**config.mk**
```make
export PLATFORM = sky130hd
export DESIGN_NAME = forwarding_unit
export DESIGN_NICKNAME = d
export VERILOG_FILES = /design/src/rtl/fwd_pkg.sv /design/src/rtl/fwd_shadow_stage.sv /design/src/rtl/forwarding_unit.sv
export SDC_FILE = /design/constraint.sdc
export NUM_CORES = 1
export LEC_CHECK = 0
export CORE_MARGIN = 2
export CORE_UTILIZATION = 35
export CTS_CLUSTER_DIAMETER = 200
export DETAILED_ROUTE_END_ITERATION = 10
export PLACE_DENSITY = 0.61
export SETUP_SLACK_MARGIN = 0.1
export SLEW_MARGIN = 0
export SYNTH_ARGS = -nofsm -noshare
export SYNTH_HDL_FRONTEND = slang
export SYNTH_SLANG_ARGS = --single-unit
```
**constraint.sdc**
```tcl
create_clock -name CLK -period 3.55 [get_ports CLK]
set_clock_uncertainty 0.1 [all_clocks]
set_input_delay 0.355 -clock CLK [delete_from_list [all_inputs] [get_ports CLK]]
set_output_delay 0.355 -clock CLK [all_outputs]
set_load 0.01 [all_outputs]
```
**src/rtl/fwd_pkg.sv**
```systemverilog
// Shared definitions for the EX-stage forwarding/hazard controller.
//   - fwd_sel_e      : 2-bit operand-mux select codes
//   - shadow_entry_t : {valid, rd, reg_write, mem_read} for one in-flight stage
//   - entry_writes() : true when an entry will write a given nonzero register
package fwd_pkg;

  localparam int unsigned FWD_REG_ADDR_W = 5;

  typedef enum logic [1:0] {
    FWD_RF    = 2'b00,  // register-file value
    FWD_EXMEM = 2'b01,  // EX/MEM ALU result
    FWD_MEMWB = 2'b10,  // MEM/WB writeback data
    FWD_HOLD  = 2'b11   // writeback data delayed one cycle
  } fwd_sel_e;

  typedef struct packed {
    logic                      valid;
    logic [FWD_REG_ADDR_W-1:0] rd;
    logic                      reg_write;
    logic                      mem_read;
  } shadow_entry_t;

  // x0 is hard-wired to zero, so it is never a forwarding source.
  function automatic logic entry_writes(shadow_entry_t e, logic [FWD_REG_ADDR_W-1:0] r);
    return e.valid && e.reg_write && (e.rd == r) && (r != '0);
  endfunction

endpackage

```
**src/rtl/fwd_shadow_stage.sv**
```systemverilog
// One shadow pipeline entry mirroring an in-flight instruction.
// Ports:
//   CLK      in  clock, rising edge
//   RESET    in  synchronous active-low reset (overrides hold)
//   i_hold   in  keep current contents
//   i_bubble in  load an invalid entry instead of i_d
//   i_d      in  entry from the previous stage
//   o_q      out registered entry
module fwd_shadow_stage
  import fwd_pkg::*;
(
  input  logic          CLK,
  input  logic          RESET,
  input  logic          i_hold,
  input  logic          i_bubble,
  input  shadow_entry_t i_d,
  output shadow_entry_t o_q
);

  shadow_entry_t r_q;

  always_ff @(posedge CLK) begin
    if (!RESET) begin
      r_q <= '0;
    end else if (!i_hold) begin
      r_q <= i_bubble ? shadow_entry_t'('0) : i_d;
    end
  end

  assign o_q = r_q;

endmodule

```
**src/rtl/forwarding_unit.sv**
```systemverilog
// Hazard and forwarding controller for the 5-stage pipeline.
// Tracks destination registers of in-flight instructions, registers the EX
// operand-mux selects, and raises STALL on load-use hazards.
// Optional feature macro: FWD_HOLD_BYPASS_EN (adds the HOLD entry and select 11).
// Ports:
//   CLK, RESET                   clock / synchronous active-low reset
//   ID_VALID                     ID holds a live instruction
//   ID_RS1, ID_RS2               source registers of the ID instruction
//   ID_USES_RS1, ID_USES_RS2     the sources are actually read
//   ID_RD, ID_REG_WRITE          destination and its write enable
//   ID_MEM_READ                  ID instruction is a load
//   FLUSH                        kill the ID instruction (bubble into EX)
//   EXT_HOLD                     global freeze
//   FWD_SEL_A, FWD_SEL_B         registered EX operand-mux selects
//   STALL                        combinational load-use stall
module forwarding_unit
  import fwd_pkg::*;
#(
  parameter int unsigned REG_ADDR_W = FWD_REG_ADDR_W
) (
  input  logic                  CLK,
  input  logic                  RESET,
  input  logic                  ID_VALID,
  input  logic [REG_ADDR_W-1:0] ID_RS1,
  input  logic [REG_ADDR_W-1:0] ID_RS2,
  input  logic                  ID_USES_RS1,
  input  logic                  ID_USES_RS2,
  input  logic [REG_ADDR_W-1:0] ID_RD,
  input  logic                  ID_REG_WRITE,
  input  logic                  ID_MEM_READ,
  input  logic                  FLUSH,
  input  logic                  EXT_HOLD,
  output logic [1:0]            FWD_SEL_A,
  output logic [1:0]            FWD_SEL_B,
  output logic                  STALL
);

  shadow_entry_t w_id;
  shadow_entry_t w_ex;
  shadow_entry_t w_mem;
  logic          w_lu_a;
  logic          w_lu_b;
  logic          w_stall;
  logic          w_bubble;
  fwd_sel_e      w_sel_a;
  fwd_sel_e      w_sel_b;
  fwd_sel_e      r_sel_a;
  fwd_sel_e      r_sel_b;

  assign w_id = '{valid: ID_VALID, rd: ID_RD, reg_write: ID_REG_WRITE, mem_read: ID_MEM_READ};

  // Load-use: the value a used source needs is still being loaded in EX.
  assign w_lu_a   = ID_USES_RS1 && entry_writes(w_ex, ID_RS1) && w_ex.mem_read;
  assign w_lu_b   = ID_USES_RS2 && entry_writes(w_ex, ID_RS2) && w_ex.mem_read;
  assign w_stall  = RESET && ID_VALID && !FLUSH && !EXT_HOLD && (w_lu_a || w_lu_b);
  assign w_bubble = w_stall || FLUSH;
  assign STALL    = w_stall;

  fwd_shadow_stage u_ex (
    .CLK      (CLK),
    .RESET    (RESET),
    .i_hold   (EXT_HOLD),
    .i_bubble (w_bubble),
    .i_d      (w_id),
    .o_q      (w_ex)
  );

  fwd_shadow_stage u_mem (
    .CLK      (CLK),
    .RESET    (RESET),
    .i_hold   (EXT_HOLD),
    .i_bubble (1'b0),
    .i_d      (w_ex),
    .o_q      (w_mem)
  );

`ifdef FWD_HOLD_BYPASS_EN
  shadow_entry_t w_wb;
  shadow_entry_t w_hold;

  fwd_shadow_stage u_wb (
    .CLK      (CLK),
    .RESET    (RESET),
    .i_hold   (EXT_HOLD),
    .i_bubble (1'b0),
    .i_d      (w_mem),
    .o_q      (w_wb)
  );

  fwd_shadow_stage u_hold (
    .CLK      (CLK),
    .RESET    (RESET),
    .i_hold   (EXT_HOLD),
    .i_bubble (1'b0),
    .i_d      (w_wb),
    .o_q      (w_hold)
  );
`endif
  // Without the bypass the WB entry feeds nothing (write-first register file
  // covers that case), so it is not built.

  // Selects are decided at ID and apply once the instruction reaches EX, so
  // each entry maps to where its producer will sit one cycle later.
  always_comb begin
    w_sel_a = FWD_RF;
    if (ID_USES_RS1) begin
      if (entry_writes(w_ex, ID_RS1) && !w_ex.mem_read) w_sel_a = FWD_EXMEM;
      else if (entry_writes(w_mem, ID_RS1))             w_sel_a = FWD_MEMWB;
`ifdef FWD_HOLD_BYPASS_EN
      else if (entry_writes(w_wb, ID_RS1))              w_sel_a = FWD_HOLD;
`endif
    end
  end

  always_comb begin
    w_sel_b = FWD_RF;
    if (ID_USES_RS2) begin
      if (entry_writes(w_ex, ID_RS2) && !w_ex.mem_read) w_sel_b = FWD_EXMEM;
      else if (entry_writes(w_mem, ID_RS2))             w_sel_b = FWD_MEMWB;
`ifdef FWD_HOLD_BYPASS_EN
      else if (entry_writes(w_wb, ID_RS2))              w_sel_b = FWD_HOLD;
`endif
    end
  end

  always_ff @(posedge CLK) begin
    if (!RESET) begin
      r_sel_a <= FWD_RF;
      r_sel_b <= FWD_RF;
    end else if (!EXT_HOLD) begin
      r_sel_a <= w_bubble ? FWD_RF : w_sel_a;
      r_sel_b <= w_bubble ? FWD_RF : w_sel_b;
    end
  end

  assign FWD_SEL_A = r_sel_a;
  assign FWD_SEL_B = r_sel_b;

endmodule
```
==> run metrics, run 1 <==
clock slew at reported path FFs=0.11 ns; DIE WIDTH=59.0 µm; CP arrival=2.57 ns; Final HPWL DP=2040 µm; Worst Hold Class=reg2reg; CTS tree=done; # IOs=29; Place WS=0.521 ns; NumNets Final=161; final setup fails=0; Filler cells=303; crit path buf inv count=2; CTS Buffer Depth=2; Fmax=0.330 GHz; Core Rows=19; Clock Sinks=19; Slew Limit Fails=0; most frequent cells in the layout=clkdlybuf4s50_1 (28), dfxtp_1 (19), xnor2_1 (11); Synth-to-Final Area Change=31.7%; Avg Cell Area, Syn=9.89 µm²; initial antenna violation count=0; final hold vios=0; initial core utilization=37.7%; CTS Buf Count=3; Root Driver=clkbuf_4; critical path type=in2out; RSZ-0062 raised after global routing=false; share of post-route cells with drive strength above 1=6.62%; Worst-Skew Late Latency=0.29 ns; number of global-route vias before repair=971; first-pass detailed-route iteration total=4; post-synthesis cell area=1060 µm²; post-route setup slack=0.522 ns; DRT Wirelength=2570 µm; Final TNS setup=0 ns; Worst EP required=3.09 ns; max incr delay on CP=0.57 ns; Leakage=0.494 nW; vias post-DR=917; synthesized flop and latch total=19; Setup Buffers After CTS=0; worst ir drop on vdd=147 µV; max cap viols=0; Worst path most repeated cell=clkdlybuf4s50_1; Cell Chain, Critical Path=clkdlybuf4s50_1 > or4_4 > o21ai_0 > nor2_1 > a32o_1 > and2_1 > clkdlybuf4s50_1; post-route minimum period=3.03 ns; chip height=59.0 µm; CTS Hold Buffers Added=0; wire length per cell=15.4 µm; R2R Setup Slk=1.65 ns; headroom to the max-slew limit=59.8%; Cells after Synth=107; crit path launch type=primary input; distinct cell type count after synthesis=28; first-pass GRT wire length=4310 µm; Die ar.=3480 µm²; Port Buf Inserts=28; actual slew at the worst max-slew pin=0.598 ns; commonest non-fill, non-tap cell in the layout=clkdlybuf4s50_1; slowest stage cell, crit path=or4_4; Critical Path Fanout Max=3; syn_nets=131; H-tree Lvls=1; register area share after synthesis=35.9%; core footprint=2810 µm²; vias per cell=5.49; power density over the cells=296 nW/µm²; pin count of the biggest net entering global routing=12; # DRC=0; CP Capture Type=primary output; routability cong.=0.860; status=complete, no violations; ant diodes=0; Tcrit/Tclk final=85.3%; Overall Power=0.000413 W; Initial DRC Count=20; DRT antenna net count=0; Post-CTS Resized=0; synth warn=0; CP top delay family=buffers and inverters; gr ovfl total=0; Total GRT Usage=16.5%
worst paths after layout:
| path | start | to | cells past startpoint |
|---|---|---|---|
| worst max-delay path | ID_RS1[1] | STALL | 7 |
| worst min-delay path | FWD_SEL_A[1] | FWD_SEL_A[1] | 1 |
| worst max register to register | u_ex.o_q[3] | u_ex.o_q[5] | 5 |
| worst min register to register | FWD_SEL_A[1] | FWD_SEL_A[1] | 1 |
worst reg2reg max path: stages, from the launching register on:
cell      delay [ns]
dfxtp_1         0.39
xnor2_1         0.28
o211ai_2        0.13
nor4b_2         0.41
a32oi_4         0.18
a32o_2          0.33
flip-flops by register name (all words and copies together) (netlist names):
register / flops
u_mem.o_q: 7
FWD_SEL_B: 2
u_ex.o_q: 8
FWD_SEL_A: 2
Yosys cell counts:
cell type | n | area share [%]
a211oi_1 | 2 | 1.4
a21boi_0 | 1 | 0.71
a22o_1 | 1 | 0.83
a32o_1 | 10 | 9.5
a32o_2 | 1 | 1.1
a32oi_1 | 1 | 0.83
a32oi_4 | 1 | 2.6
and2_1 | 3 | 1.8
and3_1 | 2 | 1.2
buf_2 | 2 | 0.95
clkbuf_1 | 2 | 0.71
dfxtp_1 | 19 | 36
mux2i_1 | 7 | 6.6
nand2_1 | 5 | 1.8
nand3_1 | 2 | 0.95
nand4_1 | 2 | 1.2
nor2_1 | 6 | 2.1
nor2b_1 | 8 | 4.7
nor3_1 | 4 | 1.9
nor4_1 | 2 | 1.2
nor4b_2 | 1 | 1.4
o211ai_2 | 1 | 1.2
o21ai_0 | 1 | 0.47
o31a_1 | 1 | 0.83
or3_1 | 1 | 0.59
or4_4 | 1 | 1.1
xnor2_1 | 11 | 9.1
xor2_1 | 9 | 7.4
metal layers:
layer / GRT usage (%) / wire length [µm]
met2: 26.0 / 1190
met1: 22.4 / 1200
met5: 0 / 0
met3: 2.18 / 120
met4: 7.47 / 60
power by group:
| part | leakage [nW] | internal (W) | switching, W | total [W] |
|---|---|---|---|---|
| sequential | 0.154 | 0.000218 | 0.00000690 | 0.000225 |
| clock | 0.0150 | 0.0000438 | 0.0000669 | 0.000111 |
| combinational | 0.325 | 0.0000440 | 0.0000327 | 0.0000768 |
per-stage QoR:
stage               hold WS (ns)  cell area (µm²)  utilization, %  std cells
global placement           0.359             1370            48.8        163
detailed placement         0.364             1370            48.8        163
global route               0.414             1390            49.7        167
CTS                        0.390             1390            49.7        167
finish                     0.387             1390            49.7        167
floorplan                  0.384             1060               -        107
logic make-up (layout without fill, tap and decap cells):
group	after synthesis	in the layout	synth area share, %
XOR/XNOR	20	20	16.5
AND/OR/NAND/NOR	37	37	19.9
AO/OA/AOI/OAI	20	20	19.4
multiplexers	7	7	6.62
buffers and inverters	4	33	1.66
flip-flops	19	19	35.9
layout make-up:
type | count | area, µm² | area share [%]
clock buffers | 4 | 26.3 | 1.89
multi-input cells | 84 | 661 | 47.4
well taps | 31 | 38.8 | 2.78
repair buffers | 29 | 288 | 20.6
flip-flops and latches | 19 | 380 | 27.3
No activity file was read; power rests on OpenSTA's default activity.
==> run 2: changes to the inputs <==
- clock period: 3.55 -> 3.3 ns (I/O delays scaled with it)
==> run 2 against run 1 <==
Net effect: routed wire length decreased by 0.97%; clock-buffer cell count unchanged; sequential share of layout area decreased by 0.15 points; utilization increased by 0.27 points; cell area increased by 0.54%; via count increased by 3.5%; highest routed layer unchanged.
==> run metrics, run 2 (synthesis results as in run 1) <==
DR WL met2=1120 µm (-6.1%); max FFs per register=8 (unchanged); r2r endpoint=u_ex.o_q[5]; ant diodes=0 (unchanged); Slew Limit Fails=0 (unchanged); switching fraction of total power=25.7% (-0.10 points); crit path buf inv count=2 (unchanged); # DRC=0 (unchanged); post-route setup slack=0.345 ns (-0.177 ns); Worst EP required=2.87 ns (-0.22 ns); Worst Hold Class=reg2reg; CP Capture Type=primary output; max cap viols=0 (unchanged); DRT antenna net count=0 (unchanged); slowest stage cell, crit path=or4_4; Fmax=0.338 GHz; gr ovfl total=0 (unchanged); CTS Buffer Depth=2 (unchanged); CP arrival=2.52 ns (-0.05 ns); clock slew at reported path FFs=0.11 ns (about the same); final hold slack=0.385 ns (-0.00260 ns); Internal=0.000330 W (+7.8%); initial antenna violation count=0 (unchanged); Root Driver=clkbuf_4; DIE WIDTH=59.0 µm (unchanged); headroom to the max-slew limit=64.6% (+4.9 points); worst ir drop on vdd=151 µV (+2.7%); wire length per cell=15.1 µm (-1.6%); power density over the cells=317 nW/µm² (+7.1%); core footprint=2810 µm² (unchanged); vias per cell=5.65 (+2.9%); Final TNS setup=0 ns (unchanged); final setup fails=0 (unchanged); crit path launch type=primary input; # IOs=29 (unchanged); CTS Hold Buffers Added=0 (unchanged); CTS Buf Count=3 (unchanged); Worst Hold Depth=1 (unchanged); critical path type=in2out; routability cong.=0.906 (+5.4%); status=complete, no violations; Place WS=0.366 ns (-0.156 ns); Post-CTS Resized=0 (unchanged); Synth-to-Final Area Change=32.4%; Die ar.=3480 µm² (unchanged); Tcrit/Tclk final=89.5%; Initial DRC Count=28 (+40%); clock network power share=26.6% (-0.2 points); Setup Buffers After CTS=0 (unchanged); initial core utilization=37.7% (unchanged); sw power=0.000114 W (+7.3%); NumNets Final=162 (+0.62%); most frequent cells in the layout=clkdlybuf4s50_1 (28), dfxtp_1 (19), xnor2_1 (11); share of post-route cells with drive strength above 1=7.30% (+0.68 points); pin count of the biggest net entering global routing=12 (unchanged); Port Buf Inserts=28 (unchanged); vias post-DR=949 (+3.5%); r2r startpoint=u_ex.o_q[5]; RSZ-0062 raised after global routing=false; Hold Path End=FWD_SEL_A[1]; final hold vios=0 (unchanged); chip height=59.0 µm (unchanged); Critical Path Fanout Max=3 (unchanged); Core Rows=19 (unchanged); post-route minimum period=2.95 ns; Clock Sinks=19 (unchanged); Worst-Skew Late Latency=0.29 ns (about the same); DRT Wirelength=2540 µm (-0.97%); actual slew at the worst max-slew pin=0.525 ns (-0.0727 ns); worst r2r path cells=5 (unchanged); CTS tree=done; wire length on met1=1220 µm (+1.9%); sequential power share=54.5% (about the same); critical hold path startpoint=FWD_SEL_A[1]; Final HPWL DP=2020 µm (-0.71%); first-pass GRT wire length=4260 µm (-1.1%); number of global-route vias before repair=942 (-3.0%); R2R Setup Slk=1.39 ns (-0.26 ns); Total GRT Usage=16.1% (-0.39 points); routed wl met3=168 µm (+40%); H-tree Lvls=1 (unchanged); CP top delay family=buffers and inverters; Logic pwr share=18.9% (+0.3 points); Cell Chain, Critical Path=clkdlybuf4s50_1 > or4_4 > o21ai_0 > nor2_1 > a32o_1 > and2_1 > clkdlybuf4s50_1; highest metal used=met4; commonest non-fill, non-tap cell in the layout=clkdlybuf4s50_1; max incr delay on CP=0.56 ns (about the same); first-pass detailed-route iteration total=4 (unchanged); Leakage=0.499 nW (+0.98%); Worst path most repeated cell=clkdlybuf4s50_1
-- run 2: area by class of cell --
| type | count | area (µm²) |
|---|---|---|
| fillers | 281 | 1400 |
| multi-input cells | 84 | 661 |
| flip-flops and latches | 19 | 380 |
| repair buffers | 30 | 295 |
| well taps | 31 | 38.8 |
| clock buffers | 4 | 26.3 |
-- run 2: worst max path at each step --
stage / startpoint / endpoint / slack, ns / depth (start not counted)
after floorplan: ID_RS1[1] / STALL / 1.40 / 5
after global placement: ID_RS1[1] / STALL / 0.35 / 7
after detailed placement: ID_RS1[1] / STALL / 0.37 / 7
after CTS: ID_RS1[1] / STALL / 0.34 / 7
after global routing: ID_RS1[2] / STALL / 0.25 / 7
final: ID_RS1[1] / STALL / 0.35 / 7
-- run 2: power groups by stage --
stage          clock network (W)  registers, W   logic, W
2_1_floorplan                  0      0.000245  0.0000424
3_3_place_gp                   0      0.000248  0.0000825
3_5_place_dp                   0      0.000248  0.0000833
4_1_cts                 0.000124      0.000242  0.0000837
5_1_grt                 0.000135      0.000243  0.0000914
6_report                0.000118      0.000242  0.0000838
-- run 2: metrics by stage --
| stage | power (W) | instance area [µm²] | util [%] | cells |
|---|---|---|---|---|
| 2_1_floorplan | 0.000288 | 1060 | - | 107 |
| 3_3_place_gp | 0.000330 | 1380 | 49.0 | 164 |
| 3_5_place_dp | 0.000331 | 1380 | 49.0 | 164 |
| 4_1_cts | 0.000450 | 1400 | 50.0 | 168 |
| 5_1_grt | 0.000469 | 1400 | 50.0 | 168 |
| 6_report | 0.000444 | 1400 | 50.0 | 168 |
-- run 2: worst register-to-register path: cells and delay by family (launching register included) --
| kind | cells | cell delay (ns) |
|---|---|---|
| flip-flops | 1 | 0.39 |
| XOR/XNOR | 1 | 0.28 |
| AND/OR/NAND/NOR | 1 | 0.43 |
| AO/OA/AOI/OAI | 3 | 0.62 |
-- run 2: routing by layer --
layer,global-route usage (%),vias up
met5,0,-
met4,5.19,0
met3,3.49,5
met2,25.1,30
met1,22.1,452
li1,-,462
